## config.mk

```make
export PLATFORM = sky130hd
export DESIGN_NAME = interval_timer_flat
export DESIGN_NICKNAME = d
export VERILOG_FILES = /design/src/rtl/traffic_pkg.sv /design/src/rtl/interval_timer_if.sv /design/src/rtl/interval_timer_tick_divider.sv /design/src/rtl/interval_timer.sv /design/src/flat_wrapper.sv
export SDC_FILE = /design/constraint.sdc
export NUM_CORES = 1
export LEC_CHECK = 0
export CAP_MARGIN = 10
export CORE_AREA = 3 3 94 96
export CTS_CLUSTER_SIZE = 16
export DETAILED_ROUTE_END_ITERATION = 6
export DIE_AREA = 0 0 97 99
export PLACE_DENSITY = 0.5
export RECOVER_POWER = 50
export SLEW_MARGIN = 20
export SYNTH_ARGS = -nofsm -noshare
export SYNTH_HDL_FRONTEND = slang
export SYNTH_SLANG_ARGS = --single-unit
export TNS_END_PERCENT = 30
```

## constraint.sdc

```tcl
create_clock -name clk_i -period 6.7 [get_ports clk_i]
set_clock_uncertainty 0.1 [all_clocks]
set_input_delay 0.67 -clock clk_i [delete_from_list [all_inputs] [get_ports clk_i]]
set_output_delay 0.67 -clock clk_i [all_outputs]
set_load 0.01 [all_outputs]
```

## src/rtl/traffic_pkg.sv

```systemverilog
// Shared definitions for the traffic-light controller: interval/selector codes,
// default durations and the interval timer state type.
package traffic_pkg;

    localparam logic [1:0] INT_BASE    = 2'b00;
    localparam logic [1:0] INT_EXT     = 2'b01;
    localparam logic [1:0] INT_YEL     = 2'b10;
    localparam logic [1:0] INT_BASE_X2 = 2'b11;

    localparam logic [1:0] SEL_BASE     = 2'b00;
    localparam logic [1:0] SEL_EXT      = 2'b01;
    localparam logic [1:0] SEL_YEL      = 2'b10;
    localparam logic [1:0] SEL_DEFAULTS = 2'b11;

    localparam int unsigned T_BASE_DEF = 6;
    localparam int unsigned T_EXT_DEF  = 3;
    localparam int unsigned T_YEL_DEF  = 2;

    typedef enum logic [1:0] {
        StIdle,
        StCount,
        StExpire
    } timer_state_e;

endpackage

```

## src/rtl/interval_timer_if.sv

```systemverilog
// Sequencer/programming handshake of the interval timer.
// time_left exists only when INTERVAL_TIMER_TIME_LEFT_EN is defined.
interface interval_timer_if #(
    parameter int unsigned VAL_W = 4,
    parameter int unsigned CNT_W = 5
);
    logic             start_timer;
    logic [1:0]       interval;
    logic             prog_sync;
    logic [1:0]       time_param_selector;
    logic [VAL_W-1:0] time_value;
    logic             expired;
    logic             one_hz_enable;
`ifdef INTERVAL_TIMER_TIME_LEFT_EN
    logic [CNT_W-1:0] time_left;

    modport master (
        output start_timer, interval, prog_sync, time_param_selector, time_value,
        input  expired, one_hz_enable, time_left
    );
    modport slave (
        input  start_timer, interval, prog_sync, time_param_selector, time_value,
        output expired, one_hz_enable, time_left
    );
`else
    modport master (
        output start_timer, interval, prog_sync, time_param_selector, time_value,
        input  expired, one_hz_enable
    );
    modport slave (
        input  start_timer, interval, prog_sync, time_param_selector, time_value,
        output expired, one_hz_enable
    );
`endif
endinterface

```

## src/rtl/interval_timer_tick_divider.sv

```systemverilog
// Prescaler: counts 0..TICK_DIV-1 and pulses tick_o on the wrap.
// A synchronous clear restarts the second and suppresses a coincident wrap pulse.
module tick_divider #(
    parameter int unsigned TICK_DIV = 100000000
) (
    input  logic clk_i,
    input  logic rst_i,
    input  logic clr_i,
    output logic tick_o
);

    localparam int unsigned CntW = (TICK_DIV > 1) ? $clog2(TICK_DIV) : 1;
    localparam logic [CntW-1:0] CntLast = CntW'(TICK_DIV - 1);

    logic [CntW-1:0] cnt_q, cnt_d;
    logic            wrap;

    always_comb begin
        wrap   = (cnt_q == CntLast);
        cnt_d  = (clr_i || wrap) ? '0 : cnt_q + CntW'(1);
        tick_o = wrap & ~clr_i;
    end

    always_ff @(posedge clk_i or posedge rst_i) begin
        if (rst_i) begin
            cnt_q <= '0;
        end else begin
            cnt_q <= cnt_d;
        end
    end

endmodule

```

## src/rtl/interval_timer.sv

```systemverilog
// Programmable countdown timer with a 1 s prescaler and one-cycle expiry pulse.
// Optional time_left output under INTERVAL_TIMER_TIME_LEFT_EN.
module interval_timer
    import traffic_pkg::*;
#(
    parameter int unsigned TICK_DIV = 100000000,
    parameter int unsigned VAL_W    = 4,
    parameter int unsigned CNT_W    = 5
) (
    input  logic            clk_i,
    input  logic            rst_i,
    interval_timer_if.slave bus_io
);

    timer_state_e     state_q, state_d;
    logic [CNT_W-1:0] count_q, count_d;
    logic [VAL_W-1:0] t_base_q, t_base_d;
    logic [VAL_W-1:0] t_ext_q, t_ext_d;
    logic [VAL_W-1:0] t_yel_q, t_yel_d;
    logic [VAL_W-1:0] wr_val;
    logic [CNT_W-1:0] load_val;
    logic             one_hz_q;
    logic             tick;

    tick_divider #(
        .TICK_DIV(TICK_DIV)
    ) u_tick_divider (
        .clk_i (clk_i),
        .rst_i (rst_i),
        .clr_i (bus_io.start_timer),
        .tick_o(tick)
    );

    always_ff @(posedge clk_i or posedge rst_i) begin
        if (rst_i) begin
            state_q  <= StIdle;
            count_q  <= '0;
            t_base_q <= VAL_W'(T_BASE_DEF);
            t_ext_q  <= VAL_W'(T_EXT_DEF);
            t_yel_q  <= VAL_W'(T_YEL_DEF);
            one_hz_q <= 1'b0;
        end else begin
            state_q  <= state_d;
            count_q  <= count_d;
            t_base_q <= t_base_d;
            t_ext_q  <= t_ext_d;
            t_yel_q  <= t_yel_d;
            one_hz_q <= tick;
        end
    end

    always_comb begin
        t_base_d = t_base_q;
        t_ext_d  = t_ext_q;
        t_yel_d  = t_yel_q;
        wr_val   = (bus_io.time_value == '0) ? VAL_W'(1) : bus_io.time_value;
        if (bus_io.prog_sync) begin
            case (bus_io.time_param_selector)
                SEL_BASE: t_base_d = wr_val;
                SEL_EXT:  t_ext_d  = wr_val;
                SEL_YEL:  t_yel_d  = wr_val;
                default: begin
                    t_base_d = VAL_W'(T_BASE_DEF);
                    t_ext_d  = VAL_W'(T_EXT_DEF);
                    t_yel_d  = VAL_W'(T_YEL_DEF);
                end
            endcase
        end

        // Loads read the _d copies so a same-cycle write is bypassed into the count.
        case (bus_io.interval)
            INT_BASE: load_val = CNT_W'(t_base_d);
            INT_EXT:  load_val = CNT_W'(t_ext_d);
            INT_YEL:  load_val = CNT_W'(t_yel_d);
            default:  load_val = CNT_W'(t_base_d) << 1;
        endcase

        state_d = state_q;
        count_d = count_q;
        unique case (state_q)
            StIdle: begin
                if (bus_io.start_timer) begin
                    state_d = StCount;
                    count_d = load_val;
                end
            end
            StCount: begin
                if (bus_io.start_timer) begin
                    count_d = load_val;
                end else if (bus_io.prog_sync) begin
                    state_d = StIdle;
                    count_d = '0;
                end else if (tick) begin
                    if (count_q == CNT_W'(1)) begin
                        state_d = StExpire;
                        count_d = '0;
                    end else begin
                        count_d = count_q - CNT_W'(1);
                    end
                end
            end
            StExpire: begin
                if (bus_io.start_timer) begin
                    state_d = StCount;
                    count_d = load_val;
                end else begin
                    state_d = StIdle;
                end
            end
            default: begin
                state_d = StIdle;
                count_d = '0;
            end
        endcase
    end

    always_comb begin
        bus_io.expired       = (state_q == StExpire);
        bus_io.one_hz_enable = one_hz_q;
`ifdef INTERVAL_TIMER_TIME_LEFT_EN
        bus_io.time_left     = count_q;
`endif
    end

endmodule

```

## src/flat_wrapper.sv

```systemverilog
// flat-port wrapper written by rule: the top's interface ports become plain ports
module interval_timer_flat import traffic_pkg::*;
#(
    parameter int unsigned TICK_DIV = 100000000,
    parameter int unsigned VAL_W    = 4,
    parameter int unsigned CNT_W    = 5
)
  (clk_i, rst_i, bus_io_start_timer, bus_io_interval, bus_io_prog_sync, bus_io_time_param_selector, bus_io_time_value, bus_io_expired, bus_io_one_hz_enable);
  interval_timer_if #(.VAL_W(VAL_W), .CNT_W(CNT_W)) bus_io_i ();
  input  logic clk_i;
  input  logic rst_i;
  input wire logic [$bits(bus_io_i.start_timer)-1:0] bus_io_start_timer;
  input wire logic [$bits(bus_io_i.interval)-1:0] bus_io_interval;
  input wire logic [$bits(bus_io_i.prog_sync)-1:0] bus_io_prog_sync;
  input wire logic [$bits(bus_io_i.time_param_selector)-1:0] bus_io_time_param_selector;
  input wire logic [$bits(bus_io_i.time_value)-1:0] bus_io_time_value;
  output wire logic [$bits(bus_io_i.expired)-1:0] bus_io_expired;
  output wire logic [$bits(bus_io_i.one_hz_enable)-1:0] bus_io_one_hz_enable;
  assign bus_io_i.start_timer = bus_io_start_timer;
  assign bus_io_i.interval = bus_io_interval;
  assign bus_io_i.prog_sync = bus_io_prog_sync;
  assign bus_io_i.time_param_selector = bus_io_time_param_selector;
  assign bus_io_i.time_value = bus_io_time_value;
  assign bus_io_expired = bus_io_i.expired;
  assign bus_io_one_hz_enable = bus_io_i.one_hz_enable;
  interval_timer #(.TICK_DIV(TICK_DIV), .VAL_W(VAL_W), .CNT_W(CNT_W)) u_core (.clk_i(clk_i), .rst_i(rst_i), .bus_io(bus_io_i));
endmodule
```

==> out/qor.log, run 1 <==
qor: setup_path.end_kind asynchronous set/reset pin
qor: clock_network.h-tree-depth 2
qor: logic_synthesis.synth_enable_flop_cells 0
qor: logic_synthesis.yosys.area.top_type dfrtp_1
qor: logic_synthesis.synth_area_per_cell 9.41 sq um
qor: global_routing.grt_remaining_overflow 0
qor: timing.fmax 0.294 GHz
qor: clock_network.cts.repair_timing.setup_buffer_count 0
qor: global_routing.pin_count_of_the_biggest_net_entering_global_routing 48
qor: outcome.violations capacitance limit, slew limit
qor: setup_path.crit_fanout 47
qor: clock_network.cts-root-to-sink-buffers 2
qor: logic_synthesis.synth_top_area_frac 0.375
qor: clock_network.cts.root.buffer_cell clkbuf_8
qor: final_layout.post_layout_nonfiller_instances 415
qor: timing.final.setup.tns 0 ps
qor: clock_network.clock_sinks 47
qor: outcome.status finished with violations
qor: die.die_height 99 microns
qor: timing.rsz0062_at_grt no
qor: final_layout.post-route-cell-area 3110 sq um
qor: logic_synthesis.synth_simple_gate_area_share 0.253
qor: power_and_ir_drop.internal_power 0.000458 W
qor: clock_network.cts.repair.resized 0
qor: setup_path.type_of_the_worst_setup_path in2async
qor: placed_design.place_area 3010 sq um
qor: power_and_ir_drop.switching_part_of_the_total 0.266
qor: die.initial_core_util 0.345
qor: setup_path.worstSetupStartpointType input port
qor: power_and_ir_drop.power.static_leakage 1.25 nW
qor: timing.period_share 0.507
qor: routing.route.detailed.drc 0
qor: placed_design.io_buffers 13
qor: die.placement_rows 33
qor: routing.wl_per_cell 15.6 microns
qor: setup_path.cp_slowest_cell clkbuf_1
qor: placed_design.dp_cells 407
qor: worst_hold_path.hold_path_class reg2reg
qor: power_and_ir_drop.power.density_cell_area 201 nW/um^2
qor: die.io-pin-count 14
qor: logic_synthesis.synth_fa_ha_area_frac 0.0312
qor: logic_synthesis.post_synth_main_area_contributors dfrtp_1, xnor2_1, nor2_1, dfstp_2, ha_1
qor: timing.final_critical_path_setup_slack 3300 ps
qor: logic_synthesis.ys.flop_type dfrtp_1
qor: logic_synthesis.post-synth-top-count-cell dfrtp_1
qor: setup_path.critical_path.max_stage_delay 1850 ps
qor: logic_synthesis.synthXorXnorAreaFrac 0.0781
qor: routing.dr.pass1.iters 4
qor: final_layout.layout-drive-gt1-share 0.0710
qor: power_and_ir_drop.seqPwrFrac 0.512
qor: final_layout.num-nets-final 328
qor: power_and_ir_drop.p_sw 0.000166 W
qor: final_layout.antennaDiodeCount 0
qor: logic_synthesis.synth.yosys.seq_area_share 0.421
qor: logic_synthesis.synth-compound-area-share 0.163
qor: clock_network.tritoncts_buffer_count 5
qor: logic_synthesis.synth_mux_area_frac 0.00535
qor: logic_synthesis.net_count_after_synthesis 317
qor: global_routing.grt_pass1_vias 2165
qor: logic_synthesis.async_flop_share 1.00
qor: die.die_width 97 microns
qor: power_and_ir_drop.pwr-share-comb 0.156
qor: timing.final_hold_viol_count 0
qor: logic_synthesis.dominant_combinational_cell_family_by_area_after_synthesis simple AND/OR/NAND/NOR gates
qor: flow_run.maxCapViolations 1
qor: routing.vias 2206
qor: power_and_ir_drop.ir_drop 0.0676 mV
qor: setup_path.path_buf_inv 3
qor: power_and_ir_drop.p_clk_frac 0.332
qor: clock_network.cts_tree done
qor: placed_design.routabilityCongestion 0.818
qor: die.core_area 8130 sq um
qor: clock_network.post_cts_hold_buffer_count 0
qor: logic_synthesis.netlist_area 2810 sq um
qor: setup_path.worst_ep_required_time 6440 ps
qor: global_routing.grt_first_pass_wirelength 11100 microns
qor: routing.viasPerCell 5.32
qor: clock_network.clk_pin_slew_worst_paths 90 ps
qor: placed_design.dp_slack 3490 ps
qor: timing.slew_headroom -0.757
qor: logic_synthesis.synth.cells.most_frequent dfrtp_1, nor2_1, nand2_1, xnor2_1, inv_1
qor: die.die-area 9600 sq um
qor: placed_design.post-dp-hpwl 4580 microns
qor: logic_synthesis.post_synth_inst_count 298
qor: timing.setup-violations-final 0
qor: routing.detail_route.iter0.violations 110
qor: setup_path.arrival 3140 ps
qor: routing.route.final.wire_length 6490 microns
qor: clock_network.clk-insertion-delay-late 290 ps
qor: timing.tightest_slew 2640 ps
qor: setup_path.cpLargestDelayFamily buffers and inverters
qor: routing.ant_nets 0
qor: timing.timing.hold.ws 385 ps
qor: setup_path.cp_cell_sequence dlygate4sd3_1 -> clkinv_1 -> clkbuf_1
qor: timing.post-route-min-period 3400 ps
qor: global_routing.grt_antenna_before_repair 0
qor: timing.maxSlewViolCount 48
qor: final_layout.area.growth.synth_to_final 10.8%
qor: global_routing.grt_use_total 0.140
qor: logic_synthesis.yosysUniqueCellTypes 62
qor: logic_synthesis.synth-seq-cells 47
qor: logic_synthesis.yosys_warnings 0
-- cell usage in the layout (no fill, tap or decap), types with 5 or more instances in the layout --
cell type	instances
dfstp_2	5
nor4_1	7
dfrtp_1	42
nand2b_1	7
nand2_1	20
nand3_1	10
clkbuf_8	5
o21ai_0	5
ha_1	7
nor3_1	8
nor2_1	41
xor2_1	7
o221ai_1	5
xnor2_1	18
a21oi_1	5
and3_1	7
clkdlybuf4s50_1	11
o211ai_1	5
inv_1	16
nand4_1	6
-- power groups by stage --
stage	registers (W)	clock network [W]	logic [W]
2_1_floorplan	0.000319	0	0.0000742
3_3_place_gp	0.000325	0	0.0000981
3_5_place_dp	0.000325	0	0.0000982
4_1_cts	0.000319	0.000216	0.0000987
5_1_grt	0.000323	0.000228	0.000109
6_report	0.000320	0.000207	0.0000976
-- tightest hold or removal path: cells and delay by family, from the launching register on --
family,cells,cell delay (ps)
AOI/OAI and AO/OA,1,70
buffers and inverters,1,40
DFF,1,370
-- state kept, by name, indices dropped and copies added (netlist names) --
signal / flops
u_core.bus_io.one_hz_enable: 1
u_core.count_q: 5
u_core.state_q: 2
u_core.t_base_q: 4
u_core.t_ext_q: 4
u_core.t_yel_q: 4
u_core.u_tick_divider.cnt_q: 27
-- metrics by stage --
step,power [W],utilization
after floorplan,0.000393,-
after global placement,0.000423,0.369
after detailed placement,0.000423,0.369
after CTS,0.000634,0.383
after global routing,0.000661,0.382
final,0.000624,0.382
-- layout make-up --
class                           instances  area, sq um
Timing Repair Buffer                   14          134
Inverter                               17         63.8
Fill cell                             834         5030
Clock buffer                            7         76.3
Sequential cell                        47         1180
Tap cell                              105          131
Multi-Input combinational cell        224         1490
Clock inverter                          1         30.0
-- path summary, 6_finish.rpt --
kind	start	to	slack, ps	depth (start not counted)
worst min register to register	u_core.t_yel_q[1]	u_core.t_yel_q[1]	390	2
worst max register to register	u_core.u_tick_divider.cnt_q[17]	u_core.u_tick_divider.cnt_q[5]	3930	5
worst min-delay path	u_core.t_yel_q[1]	u_core.t_yel_q[1]	390	2
max in group clk_i	bus_io_prog_sync	u_core.count_q[4]	3770	5
worst max-delay path	rst_i	u_core.u_tick_divider.cnt_q[9]	3300	3
min in group asynchronous	rst_i	u_core.u_tick_divider.cnt_q[0]	1690	3
-- metal layers --
layer,up-vias,global-route usage,wire [microns]
met5,-,0,0
met3,4,0.0255,193
met1,1069,0.199,3270
met2,32,0.220,2960
li1,1101,-,-
met4,0,0.0346,65
-- cell families (layout without fill, tap and decap cells) --
family / Yosys count / count (layout)
flops: 47 / 47
xor+xnor: 25 / 25
mux: 1 / 1
simple gates: 134 / 134
compound gates: 57 / 57
fa+ha+maj: 7 / 7
buf+inv: 27 / 39
(Power assumes the default switching activity.)
==> run 2: changes to the inputs <==
Settings changed: PLACE_DENSITY 0.5 to 0.52.
Clock period 6.7 ns to 2.8 ns, I/O delays scaled along.
==> run 2 against run 1 <==
The run now ends clean. Highest routed layer unchanged. Design area is 1.9% higher. Final cell count is 1.7% higher. Power increased by 140%. Via count is 0.95% higher. Clock power increased by 150%. Worst hold slack gained 4.9 ps. Sequential share of layout area is 0.72 points lower. Non-clock buffer count is 7 higher. Critical path type is now reg2reg.
==> out/qor.log, run 2 (same netlist as run 1, synthesis figures left out) <==
qor: global_routing.grt_first_pass_wirelength 10800 microns [-2.3%]
qor: die.die-area 9600 sq um [unchanged]
qor: power_and_ir_drop.p_total 0.00151 W [+140%]
qor: power_and_ir_drop.ir_drop 0.168 mV [+150%]
qor: placed_design.io_buffers 13 [unchanged]
qor: timing.slew_headroom 0.189 [+0.946]
qor: global_routing.grt_pass1_vias 2137 [-1.3%]
qor: global_routing.grt_use_total 0.138 [-0.00145]
qor: timing.setup-violations-final 0 [unchanged]
qor: routing.detail_route.iter0.violations 83 [-25%]
qor: timing.tightest_slew 1220 ps [-1420 ps]
qor: clock_network.cts.repair.resized 0 [unchanged]
qor: final_layout.multi_input_comb_area 1490 sq um [unchanged]
qor: final_layout.layout_commonest_cell dfrtp_1
qor: timing.post-route-min-period 2370 ps
qor: timing.period_share 0.846
qor: setup_path.worst_ep_required_time 2870 ps [-3570 ps]
qor: routing.ant_nets 0 [unchanged]
qor: final_layout.final_cell_mix dfrtp_1, nor2_1, nand2_1
qor: clock_network.cts.repair_timing.setup_buffer_count 0 [unchanged]
qor: worst_hold_path.hold_path_class reg2reg
qor: clock_network.h-tree-depth 2 [unchanged]
qor: power_and_ir_drop.switching_part_of_the_total 0.272 [+0.00600]
qor: routing.route.detailed.drc 0 [unchanged]
qor: die.io-pin-count 14 [unchanged]
qor: clock_network.cts.root.buffer_cell clkbuf_8
qor: timing.final.setup.tns 0 ps [unchanged]
qor: power_and_ir_drop.power.density_cell_area 478 nW/um^2 [+140%]
qor: clock_network.tritoncts_buffer_count 5 [unchanged]
qor: final_layout.post_layout_nonfiller_instances 422 [+1.7%]
qor: final_layout.regMostFlops u_core.u_tick_divider.cnt_q
qor: setup_path.crit_fanout 25 [-47%]
qor: placed_design.post-dp-hpwl 4550 microns [-0.67%]
qor: power_and_ir_drop.internal_power 0.00110 W [+140%]
qor: timing.rsz0062_at_grt no
qor: timing.maxSlewViolCount 0 [-100%]
qor: clock_network.cts_tree done
qor: power_and_ir_drop.pwr-share-comb 0.159 [+0.003]
qor: routing.vias 2227 [+0.95%]
qor: routing.route.final.wire_length 6350 microns [-2.1%]
qor: die.die_height 99 microns [unchanged]
qor: setup_path.arrival 2440 ps [-700 ps]
qor: flow_run.maxCapViolations 0 [-1]
qor: outcome.status finished, final reports clean
qor: setup_path.worstSetupStartpointType flip-flop
qor: global_routing.grt_antenna_before_repair 0 [unchanged]
qor: final_layout.biggest_regs u_core.u_tick_divider.cnt_q: 27 flops, u_core.count_q: 5 flops
qor: clock_network.clk_pin_slew_worst_paths 100 ps [about the same]
qor: setup_path.type_of_the_worst_setup_path reg2reg
qor: power_and_ir_drop.power.static_leakage 1.29 nW [+3.5%]
qor: placed_design.dp_cells 414 [+1.7%]
qor: clock_network.clk-insertion-delay-late 300 ps [about the same]
qor: routing.wl_per_cell 15.1 microns [-3.8%]
qor: clock_network.clock_sinks 47 [unchanged]
qor: placed_design.routabilityCongestion 0.873 [+6.8%]
qor: timing.final_hold_viol_count 0 [unchanged]
qor: routing.viasPerCell 5.28 [-0.72%]
qor: die.core_area 8130 sq um [unchanged]
qor: timing.fmax 0.422 GHz
qor: clock_network.cts-root-to-sink-buffers 2 [unchanged]
qor: die.initial_core_util 0.345 [unchanged]
qor: setup_path.end_kind flip-flop
qor: routing.dr.pass1.iters 4 [unchanged]
qor: die.placement_rows 33 [unchanged]
qor: die.die_width 97 microns [unchanged]
qor: power_and_ir_drop.p_sw 0.000411 W [+150%]
qor: global_routing.grt_remaining_overflow 0 [unchanged]
qor: final_layout.antennaDiodeCount 0 [unchanged]
qor: final_layout.layout.area.seq 1180 sq um [unchanged]
qor: power_and_ir_drop.seqPwrFrac 0.505 [-0.007]
qor: final_layout.largest_register_ff_count 27 [unchanged]
qor: final_layout.area.growth.synth_to_final 12.9%
qor: final_layout.layout-drive-gt1-share 0.101 [+0.0300]
qor: power_and_ir_drop.p_clk_frac 0.336 [+0.004]
qor: clock_network.post_cts_hold_buffer_count 0 [unchanged]
qor: final_layout.filler_cell_count 807 [-3.2%]
qor: final_layout.num-nets-final 335 [+2.1%]
qor: global_routing.pin_count_of_the_biggest_net_entering_global_routing 48 [unchanged]
[run 2: cell types whose count changed in the layout (fill, tap and decap cells not counted), sizes merged]
cell           delta
clkdlybuf4s50     +1
clkinv            +2
dlygate4sd3       -1
clkbuf            -2
buf               +7
[run 2: power groups by stage]
| stage | logic, W | clock network [W] | registers (W) |
|---|---|---|---|
| 2_1_floorplan | 0.000178 | 0 | 0.000763 |
| 3_3_place_gp | 0.000243 | 0 | 0.000778 |
| 3_5_place_dp | 0.000241 | 0 | 0.000777 |
| 4_1_cts | 0.000242 | 0.000530 | 0.000764 |
| 5_1_grt | 0.000270 | 0.000559 | 0.000771 |
| 6_report | 0.000240 | 0.000509 | 0.000764 |
[run 2: through the flow]
step | hold slack (ps) | setup WS (ps) | util | area, sq um
2_1_floorplan | 343 | 557 | - | 2810
3_3_place_gp | 376 | 188 | 0.376 | 3060
3_5_place_dp | 378 | 158 | 0.376 | 3060
4_1_cts | 377 | 417 | 0.390 | 3170
5_1_grt | 407 | 301 | 0.389 | 3170
6_report | 390 | 432 | 0.389 | 3170
[run 2: layout make-up]
type	count	area share
sequential	47	0.373
multi-input combinational	224	0.470
tap	105	0.0415
inverter	17	0.0201
timing repair buffer	21	0.0592
clock inverter	3	0.0138
clock buffer	5	0.0217
[run 2: per-layer routing]
layer / wire length [microns] / track usage
met1: 3110 / 0.192
met2: 2930 / 0.221
met3: 249 / 0.0248
met4: 72 / 0.0389
met5: 0 / 0
[run 2: worst paths after layout]
path | startpoint | endpoint | slack, ps | cells after the start
max | u_core.u_tick_divider.cnt_q[17] | u_core.u_tick_divider.cnt_q[2] | 430 | 6
min | u_core.u_tick_divider.cnt_q[0] | u_core.u_tick_divider.cnt_q[0] | 390 | 1
max reg2reg | u_core.u_tick_divider.cnt_q[17] | u_core.u_tick_divider.cnt_q[2] | 430 | 6
min reg2reg | u_core.u_tick_divider.cnt_q[0] | u_core.u_tick_divider.cnt_q[0] | 390 | 1
max in group asynchronous | rst_i | u_core.u_tick_divider.cnt_q[6] | 1150 | 3
min in group asynchronous | rst_i | u_core.t_base_q[3] | 720 | 3
[run 2: worst max-delay path: stages (launching register included)]
cell,delay [ps]
dfrtp_1,450
or4b_1,540
or3b_4,420
nor3_2,240
or2_1,130
buf_4,260
nor2_1,90
